`config.mk`:
```
export PLATFORM = sky130hd
export DESIGN_NAME = mem_arbiter_flat
export DESIGN_NICKNAME = d
export VERILOG_FILES = /design/src/rtl/mem_arbiter_if.sv /design/src/rtl/mem_arbiter.sv /design/src/flat_wrapper.sv
export SDC_FILE = /design/constraint.sdc
export NUM_CORES = 1
export LEC_CHECK = 0
export CAP_MARGIN = 40
export CORE_AREA = 5 5 102 104
export CTS_CLUSTER_DIAMETER = 40
export DETAILED_ROUTE_END_ITERATION = 6
export DIE_AREA = 0 0 107 109
export GPL_TIMING_DRIVEN = 0
export PLACE_DENSITY = 0.66
export SYNTH_ARGS = -nofsm -noshare
export SYNTH_HDL_FRONTEND = slang
export SYNTH_SLANG_ARGS = --single-unit
```
`constraint.sdc`:
```
create_clock -name CLK -period 2.4 [get_ports CLK]
set_clock_uncertainty 0.2 [all_clocks]
set_input_delay 0.72 -clock CLK [delete_from_list [all_inputs] [get_ports CLK]]
set_output_delay 0.72 -clock CLK [all_outputs]
set_load 0.02 [all_outputs]
```
`src/rtl/mem_arbiter_if.sv`:
```
// Bus bundle between the fetch/data requesters, the RAM, and mem_arbiter.
// master = requesters and RAM side; slave = the arbiter.
interface mem_arbiter_if;
   logic        iREN;
   logic [31:0] iaddr;
   logic        ihit;
   logic [31:0] iload;
   logic        dREN;
   logic        dWEN;
   logic [31:0] daddr;
   logic [31:0] dstore;
   logic        dhit;
   logic [31:0] dload;
   logic        ramREN;
   logic        ramWEN;
   logic [31:0] ramaddr;
   logic [31:0] ramstore;
   logic [31:0] ramload;
   logic [1:0]  ramstate;
   logic        memerr;

   modport master (
      output iREN, iaddr, dREN, dWEN, daddr, dstore, ramload, ramstate,
      input  ihit, iload, dhit, dload, ramREN, ramWEN, ramaddr, ramstore, memerr
   );

   modport slave (
      input  iREN, iaddr, dREN, dWEN, daddr, dstore, ramload, ramstate,
      output ihit, iload, dhit, dload, ramREN, ramWEN, ramaddr, ramstore, memerr
   );
endinterface

```
`src/rtl/mem_arbiter.sv`:
```
// Single-port RAM arbiter between instruction fetch and data access, data first.
// Define MEM_ARBITER_STARVE_GUARD_EN to let a waiting fetch win after STARVE_LIMIT data hits.
module mem_arbiter #(
   parameter int STARVE_LIMIT = 4
) (
   input logic         CLK,
   input logic         nRST,
   mem_arbiter_if.slave bus
);

   typedef enum logic [1:0] {
      IDLE = 2'd0,
      IGNT = 2'd1,
      DGNT = 2'd2
   } state_t;

   localparam logic [1:0] RS_ACCESS = 2'd2;
   localparam logic [1:0] RS_ERROR  = 2'd3;

   state_t      state, next_state;
   logic        dreq;
   logic        starve;
   logic        ihit_c, dhit_c, err_c;
   logic        ren_c, wen_c;
   logic [31:0] iload_c, dload_c, addr_c, store_c;

   assign dreq = bus.dREN | bus.dWEN;

`ifdef MEM_ARBITER_STARVE_GUARD_EN
   localparam logic [2:0] LIMIT = 3'(STARVE_LIMIT);

   logic [2:0] dcnt;

   function automatic logic [2:0] sat_inc(input logic [2:0] v);
      return (v >= LIMIT) ? LIMIT : v + 3'd1;
   endfunction

   always_ff @(posedge CLK) begin
      if (!nRST)
         dcnt <= 3'd0;
      else if (ihit_c)
         dcnt <= 3'd0;
      else if (dhit_c)
         dcnt <= sat_inc(dcnt);
   end

   assign starve = bus.iREN && (dcnt == LIMIT);
`else
   logic [31:0] unused_limit;
   assign unused_limit = 32'(STARVE_LIMIT);
   assign starve       = 1'b0;
`endif

   // Grant decision and RAM-side drive, combinational from state and the owner's request
   always_comb begin
      next_state = state;
      ihit_c     = 1'b0;
      dhit_c     = 1'b0;
      err_c      = 1'b0;
      ren_c      = 1'b0;
      wen_c      = 1'b0;
      iload_c    = 32'd0;
      dload_c    = 32'd0;
      addr_c     = 32'd0;
      store_c    = 32'd0;
      case (state)
         IDLE: begin
            if (starve)
               next_state = IGNT;
            else if (dreq)
               next_state = DGNT;
            else if (bus.iREN)
               next_state = IGNT;
         end
         IGNT: begin
            addr_c = bus.iaddr;
            ren_c  = bus.iREN;
            if (!bus.iREN) begin
               next_state = IDLE;
            end else if (bus.ramstate == RS_ACCESS) begin
               ihit_c     = 1'b1;
               iload_c    = bus.ramload;
               next_state = IDLE;
            end else if (bus.ramstate == RS_ERROR) begin
               err_c      = 1'b1;
               next_state = IDLE;
            end
         end
         DGNT: begin
            addr_c  = bus.daddr;
            store_c = bus.dstore;
            wen_c   = bus.dWEN;
            ren_c   = bus.dREN & ~bus.dWEN;
            if (!dreq) begin
               next_state = IDLE;
            end else if (bus.ramstate == RS_ACCESS) begin
               dhit_c     = 1'b1;
               dload_c    = bus.dWEN ? 32'd0 : bus.ramload;
               next_state = IDLE;
            end else if (bus.ramstate == RS_ERROR) begin
               err_c      = 1'b1;
               next_state = IDLE;
            end
         end
         default: next_state = IDLE;
      endcase
   end

   always_ff @(posedge CLK) begin
      if (!nRST)
         state <= IDLE;
      else
         state <= next_state;
   end

   assign bus.ihit     = ihit_c;
   assign bus.iload    = iload_c;
   assign bus.dhit     = dhit_c;
   assign bus.dload    = dload_c;
   assign bus.ramREN   = ren_c;
   assign bus.ramWEN   = wen_c;
   assign bus.ramaddr  = addr_c;
   assign bus.ramstore = store_c;
   assign bus.memerr   = err_c;

endmodule

```
`src/flat_wrapper.sv`:
```
// flat-port wrapper written by rule: the top's interface ports become plain ports
module mem_arbiter_flat 
#(
   parameter int STARVE_LIMIT = 4
)
  (CLK, nRST, bus_iREN, bus_iaddr, bus_dREN, bus_dWEN, bus_daddr, bus_dstore, bus_ramload, bus_ramstate, bus_ihit, bus_iload, bus_dhit, bus_dload, bus_ramREN, bus_ramWEN, bus_ramaddr, bus_ramstore, bus_memerr);
  mem_arbiter_if bus_i ();
  input logic CLK;
  input logic nRST;
  input wire logic [$bits(bus_i.iREN)-1:0] bus_iREN;
  input wire logic [$bits(bus_i.iaddr)-1:0] bus_iaddr;
  input wire logic [$bits(bus_i.dREN)-1:0] bus_dREN;
  input wire logic [$bits(bus_i.dWEN)-1:0] bus_dWEN;
  input wire logic [$bits(bus_i.daddr)-1:0] bus_daddr;
  input wire logic [$bits(bus_i.dstore)-1:0] bus_dstore;
  input wire logic [$bits(bus_i.ramload)-1:0] bus_ramload;
  input wire logic [$bits(bus_i.ramstate)-1:0] bus_ramstate;
  output wire logic [$bits(bus_i.ihit)-1:0] bus_ihit;
  output wire logic [$bits(bus_i.iload)-1:0] bus_iload;
  output wire logic [$bits(bus_i.dhit)-1:0] bus_dhit;
  output wire logic [$bits(bus_i.dload)-1:0] bus_dload;
  output wire logic [$bits(bus_i.ramREN)-1:0] bus_ramREN;
  output wire logic [$bits(bus_i.ramWEN)-1:0] bus_ramWEN;
  output wire logic [$bits(bus_i.ramaddr)-1:0] bus_ramaddr;
  output wire logic [$bits(bus_i.ramstore)-1:0] bus_ramstore;
  output wire logic [$bits(bus_i.memerr)-1:0] bus_memerr;
  assign bus_i.iREN = bus_iREN;
  assign bus_i.iaddr = bus_iaddr;
  assign bus_i.dREN = bus_dREN;
  assign bus_i.dWEN = bus_dWEN;
  assign bus_i.daddr = bus_daddr;
  assign bus_i.dstore = bus_dstore;
  assign bus_i.ramload = bus_ramload;
  assign bus_i.ramstate = bus_ramstate;
  assign bus_ihit = bus_i.ihit;
  assign bus_iload = bus_i.iload;
  assign bus_dhit = bus_i.dhit;
  assign bus_dload = bus_i.dload;
  assign bus_ramREN = bus_i.ramREN;
  assign bus_ramWEN = bus_i.ramWEN;
  assign bus_ramaddr = bus_i.ramaddr;
  assign bus_ramstore = bus_i.ramstore;
  assign bus_memerr = bus_i.memerr;
  mem_arbiter #(.STARVE_LIMIT(STARVE_LIMIT)) u_core (.CLK(CLK), .nRST(nRST), .bus(bus_i));
endmodule
```
Word-level counts from Yosys, hierarchy flattened
Cells that the tools add are included.
{ "word_totals": {"output_inout_bits": 133, "inputBits": 135, "reg_bits": 2} }
{ "classes": {"reduce_logical": 1, "eq_ne": 5, "muxes": 28, "bitwise_logic": 3} }
{ "ops": {"columns": ["operator", "count"], "rows": [
  ["$mux W32", 8],
  ["$pmux W32 S2", 1],
  ["$mux W2", 6],
  ["$mux W1", 10],
  ["$eq A2 B2 Y1 const B", 3],
  ["$pmux W2 S3", 1],
  ["$pmux W1 S2", 2],
  ["$ne A3 B2 Y1 const B", 1],
  ["$eq A2 B1 Y1 const B", 1],
  ["$logic_not A2 Y1", 1],
  ["$and A1 B1 Y1", 1],
  ["$not A1 Y1", 1],
  ["$or A1 B1 Y1", 1]
]} }

Longest topological paths before layout
{ "logic_depth": {"depth_word": 5, "depth_mapped": 7} }

Least setup slack after synthesis
No wires, ideal clock.
{ "synth_path": {"path_type": "register to output", "startpoint": "register u_core.state[0]", "endpoint": "output port bus_memerr", "t_required_ps": 1480, "slack_ps": 41, "stages_incl_launch_ff": 6, "t_arrival_ps": 1439, "cell_sequence": "dfxtp_1 inv_1 ha_1 buf_2 buf_2 a211oi_1"} }
{ "synth_between": {"elab_chain_cells": 2} }
{ "synth_lines": {"columns": ["element", "line_no", "source"], "rows": [
  ["from (decl)", "mem_arbiter.sv:20", "state_t state, next_state;"],
  ["from (signal assigned)", "mem_arbiter.sv:113", "state <= next_state;"],
  ["$eq A2 B2 Y1 or $eq A2 B1 Y1 (tied branches)", "mem_arbiter.sv:66", "case (state)"],
  ["$pmux W1 S2 (*)", "mem_arbiter.sv:66", null],
  ["to (decl)", "flat_wrapper.sv:26", "output wire logic [$bits(bus_i.memerr)-1:0] bus_memerr;"]
]} }
Mark *: on every way between the ends. The rest lies on a longest branch, timed or not.

Final worst setup path
{ "layout_path": {"startpoint": "input port bus_ramstate[1]", "endpoint": "output port bus_dload[25]"} }
{ "layout_between": {"elab_chain_cells": 4} }
{ "layout_lines": {"columns": ["element", "line_no", "source"], "rows": [
  ["from (decl)", "flat_wrapper.sv:17", "input wire logic [$bits(bus_i.ramstate)-1:0] bus_ramstate;"],
  ["$eq A2 B2 Y1", "mem_arbiter.sv:96", "end else if (bus.ramstate == RS_ACCESS) begin"],
  ["$mux W32", "mem_arbiter.sv:96", null],
  ["$mux W32", "mem_arbiter.sv:94", "if (!dreq) begin"],
  ["$mux W32", "mem_arbiter.sv:66", null],
  ["to (decl)", "flat_wrapper.sv:21", "output wire logic [$bits(bus_i.dload)-1:0] bus_dload;"]
]} }
Every way passes these cells.

==> impl_metrics.env <==
export IMPL_grt_pass1_wl_um=16400
export IMPL_multi_input_area_um2=1990
export IMPL_internal_power_uw=742
export IMPL_slowest_stage="and3_4"
export IMPL_rows=36
export IMPL_chipHeight_um=109
export IMPL_grt_max_degree=11
export IMPL_postPlaceCellArea_um2=4320
export IMPL_synth_enable_flop_cells=0
export IMPL_fin_util=0.608
export IMPL_root_buffer="clkbuf_8"
export IMPL_p_leak_nw=2.56
export IMPL_r2r_start="u_core.state[0]$_SDFFE_PN0P_"
export IMPL_drv_slew=0
export IMPL_ys_types=27
export IMPL_cp_startpoint="bus_ramstate[1]"
export IMPL_gp_congestion=0.760
export IMPL_final_antenna_net_count=0
export IMPL_drive_above_1_share=0.670
export IMPL_crit_top_cell="buf_12"
export IMPL_crit_required_ps=1480
export IMPL_criticalPathCategory="primary input to primary output"
export IMPL_grt_busiest_layer="met2"
export IMPL_status="complete, but fails checks"
export IMPL_portBuffers=267
export IMPL_routed_wl_um=12100
export IMPL_r2r_cells=6
export IMPL_seqCellArea_um2=47.5
export IMPL_post_route_drc_count=0
export IMPL_dp_hpwl_um=8510
export IMPL_power_per_cell_area_nw_per_um2=205
export IMPL_stdcell_count=638
export IMPL_diodes=0
export IMPL_startpoint_type="primary input"
export IMPL_yosysWarnings=0
export IMPL_hp_class="flip-flop to flip-flop"
export IMPL_die_x_um=107
export IMPL_cts_tree="done"
export IMPL_largest_register="u_core.state"
export IMPL_max_slew_margin=0.786
export IMPL_ys_flop_type="dfxtp_1"
export IMPL_syn_avg_cell_area_um2=6.86
export IMPL_worstMarginPinSlew_ps=321
export IMPL_fmax_ghz=0.389
export IMPL_timing_hold_violations_final=0
export IMPL_final_nets=665
export IMPL_setup_ws_ps=-169
export IMPL_drt_pass1_iterations=4
export IMPL_combPwrFrac=0.856
export IMPL_wl_per_cell_um=18.9
export IMPL_die_area_um2=11700
export IMPL_cts_hold_buf=0
export IMPL_netSwitchingFraction=0.371
export IMPL_drt_iter0_drc=109
export IMPL_clkPwrFrac=0.110
export IMPL_antenna_found_initial=0
export IMPL_numClockSinks=2
export IMPL_cp_cell_sequence="buf_8, nor2b_4, buf_12, buf_12, clkbuf_16, and3_4, buf_6"
export IMPL_htree_levels=1
export IMPL_overflow=0
export IMPL_grtUsageMet2=0.331
export IMPL_synth_most_common_cell="and3_1"
export IMPL_p_sw_uw=437
export IMPL_min_period_ps=2570
export IMPL_tritoncts_num_buffers=3
export IMPL_crit_family="buffers and inverters"
export IMPL_yosys_top_cells_area="and3_1, a22oi_1, and2_1, nor2b_1, buf_2"
export IMPL_violations="setup timing"
export IMPL_met1_usage=0.181
export IMPL_cp_data_arrival_time_ps=1650
export IMPL_finalPower_mw=1.18
export IMPL_post_place_cells=601
export IMPL_critPathMaxStageDelay_ps=170
export IMPL_track_usage=0.175
export IMPL_synth_top_cell_by_area="and3_1"
export IMPL_grt_pass1_vias=3070
export IMPL_fillers=814
export IMPL_setup_viol=90
export IMPL_synth_seq_cells=2
export IMPL_r2r_end="u_core.state[0]$_SDFFE_PN0P_"
export IMPL_core_area_um2=9460
export IMPL_ys_top_cells_by_count="and3_1, and2_1, nor2b_1, a22oi_1, buf_2"
export IMPL_syn_inst=220
export IMPL_start_util=0.160
export IMPL_post_drt_via_cell_ratio=4.63
export IMPL_synth_top_cell_area_share=0.253
export IMPL_synthArstFlopShare=0
export IMPL_rsz0062_at_grt="yes"
export IMPL_min_delay_start="u_core.state[1]$_SDFFE_PN0P_"
export IMPL_ir_drop_mv=0.103
export IMPL_maxCapViolations=0
export IMPL_clkSlewWorstSetupHoldPaths_ps=30
export IMPL_biggestRegsByFlops="u_core.state x2"
export IMPL_dp_slack_ps=-1110
export IMPL_cts_buffer_depth=2
export IMPL_syn_nets=359
export IMPL_clock_insertion_delay_worst_skew_ps=210
export IMPL_yosysSeqAreaShare=0.0265
export IMPL_io_pins=268
export IMPL_fin_crit_sh=1.07
export IMPL_critical_path_peak_fanout=6
export IMPL_seqPwrFrac=0.034
export IMPL_num_vias=2955
export IMPL_fin_area_um2=5750
export IMPL_rrSetupSlack_ps=790
export IMPL_critPathBufInv=5
export IMPL_hold_depth=2
export IMPL_holdPathEnd="u_core.state[1]$_SDFFE_PN0P_"
export IMPL_cp_end_kind="primary output"
export IMPL_syn2layout_area_growth_pct=281
export IMPL_synth_area_um2=1510
export IMPL_grt_use_met3=0.0710
export IMPL_largest_reg_flops=2
[worst reg2reg max path: stages (launching register included)]
cell	delay (ps)
dfxtp_4	350
buf_6	100
buf_4	100
ha_1	180
and4bb_1	230
a221oi_2	210
o21ai_1	100
[layout make-up]
type / count / share of cell area
flip-flops and latches: 2 / 0.00827
inverters: 2 / 0.00174
plain buffers: 25 / 0.0544
clock buffers: 3 / 0.00718
well taps: 114 / 0.0248
multi-input cells: 188 / 0.347
repair buffers: 304 / 0.557
[what timing repair did]
action                                 4_1_cts  5_1_grt
gates cloned                                 8        7
setup endpoints to repair                  133      117
gates resized for setup                    899      214
buffers inserted                            12       13
endpoints found under the hold margin        0        0
pin swaps                                   45       11
[power by group through the flow]
stage	Sequential, mW	Combinational, mW	Clock [mW]
after global routing	0.0405	1.06	0.140
after floorplan	0.0385	0.295	0
final	0.0399	1.01	0.130
after detailed placement	0.0395	0.718	0
after global placement	0.0389	0.711	0
after CTS	0.0402	0.738	0.134
[per-layer routing]
metal / vias up / part of all wire
met1: 1373 / 0.35
met5: - / 0
met4: 0 / 0.018
met2: 177 / 0.53
met3: 16 / 0.10
li1: 1389 / -
[cells by family (layout without fill, tap and decap cells)]
kind of cell / after synthesis / after routing / share of synthesized area
compound gates: 39 / 39 / 0.194
simple gates: 145 / 145 / 0.609
flops: 2 / 2 / 0.0265
fa+ha+maj: 4 / 4 / 0.0332
buf+inv: 30 / 334 / 0.137
[how the worst max path moves through the flow]
stage / end / slack (ps) / cells after the start
2_1_floorplan: bus_memerr / 40 / 5
3_5_place_dp: bus_dload[23] / -1110 / 6
3_3_place_gp: bus_iload[31] / -1090 / 6
6_report: bus_dload[25] / -170 / 7
5_1_grt: bus_dload[29] / -190 / 8
4_1_cts: bus_iload[31] / -180 / 7
[per-stage QoR]
step | hold WS (ps) | setup TNS (ps)
after floorplan | 262 | 0
after global placement | 291 | -100100
after detailed placement | 307 | -101900
after CTS | 321 | -8730
after global routing | 341 | -13060
final | 315 | -9170
[cell usage in the layout (no fill, tap or decap), types with 7 or more instances in the layout]
cell             netlist  layout
buf_6                  0     141
and3_4                 0      63
dlygate4sd2_1          0      63
clkdlybuf4s50_1        0      63
nor2b_4                1      28
buf_4                  3      25
a22oi_2                0      22
and2_4                 1      22
buf_8                  4      15
and2_1                35      14
a22oi_1               32      10
buf_2                 17       7
(Power assumes the default switching activity.)
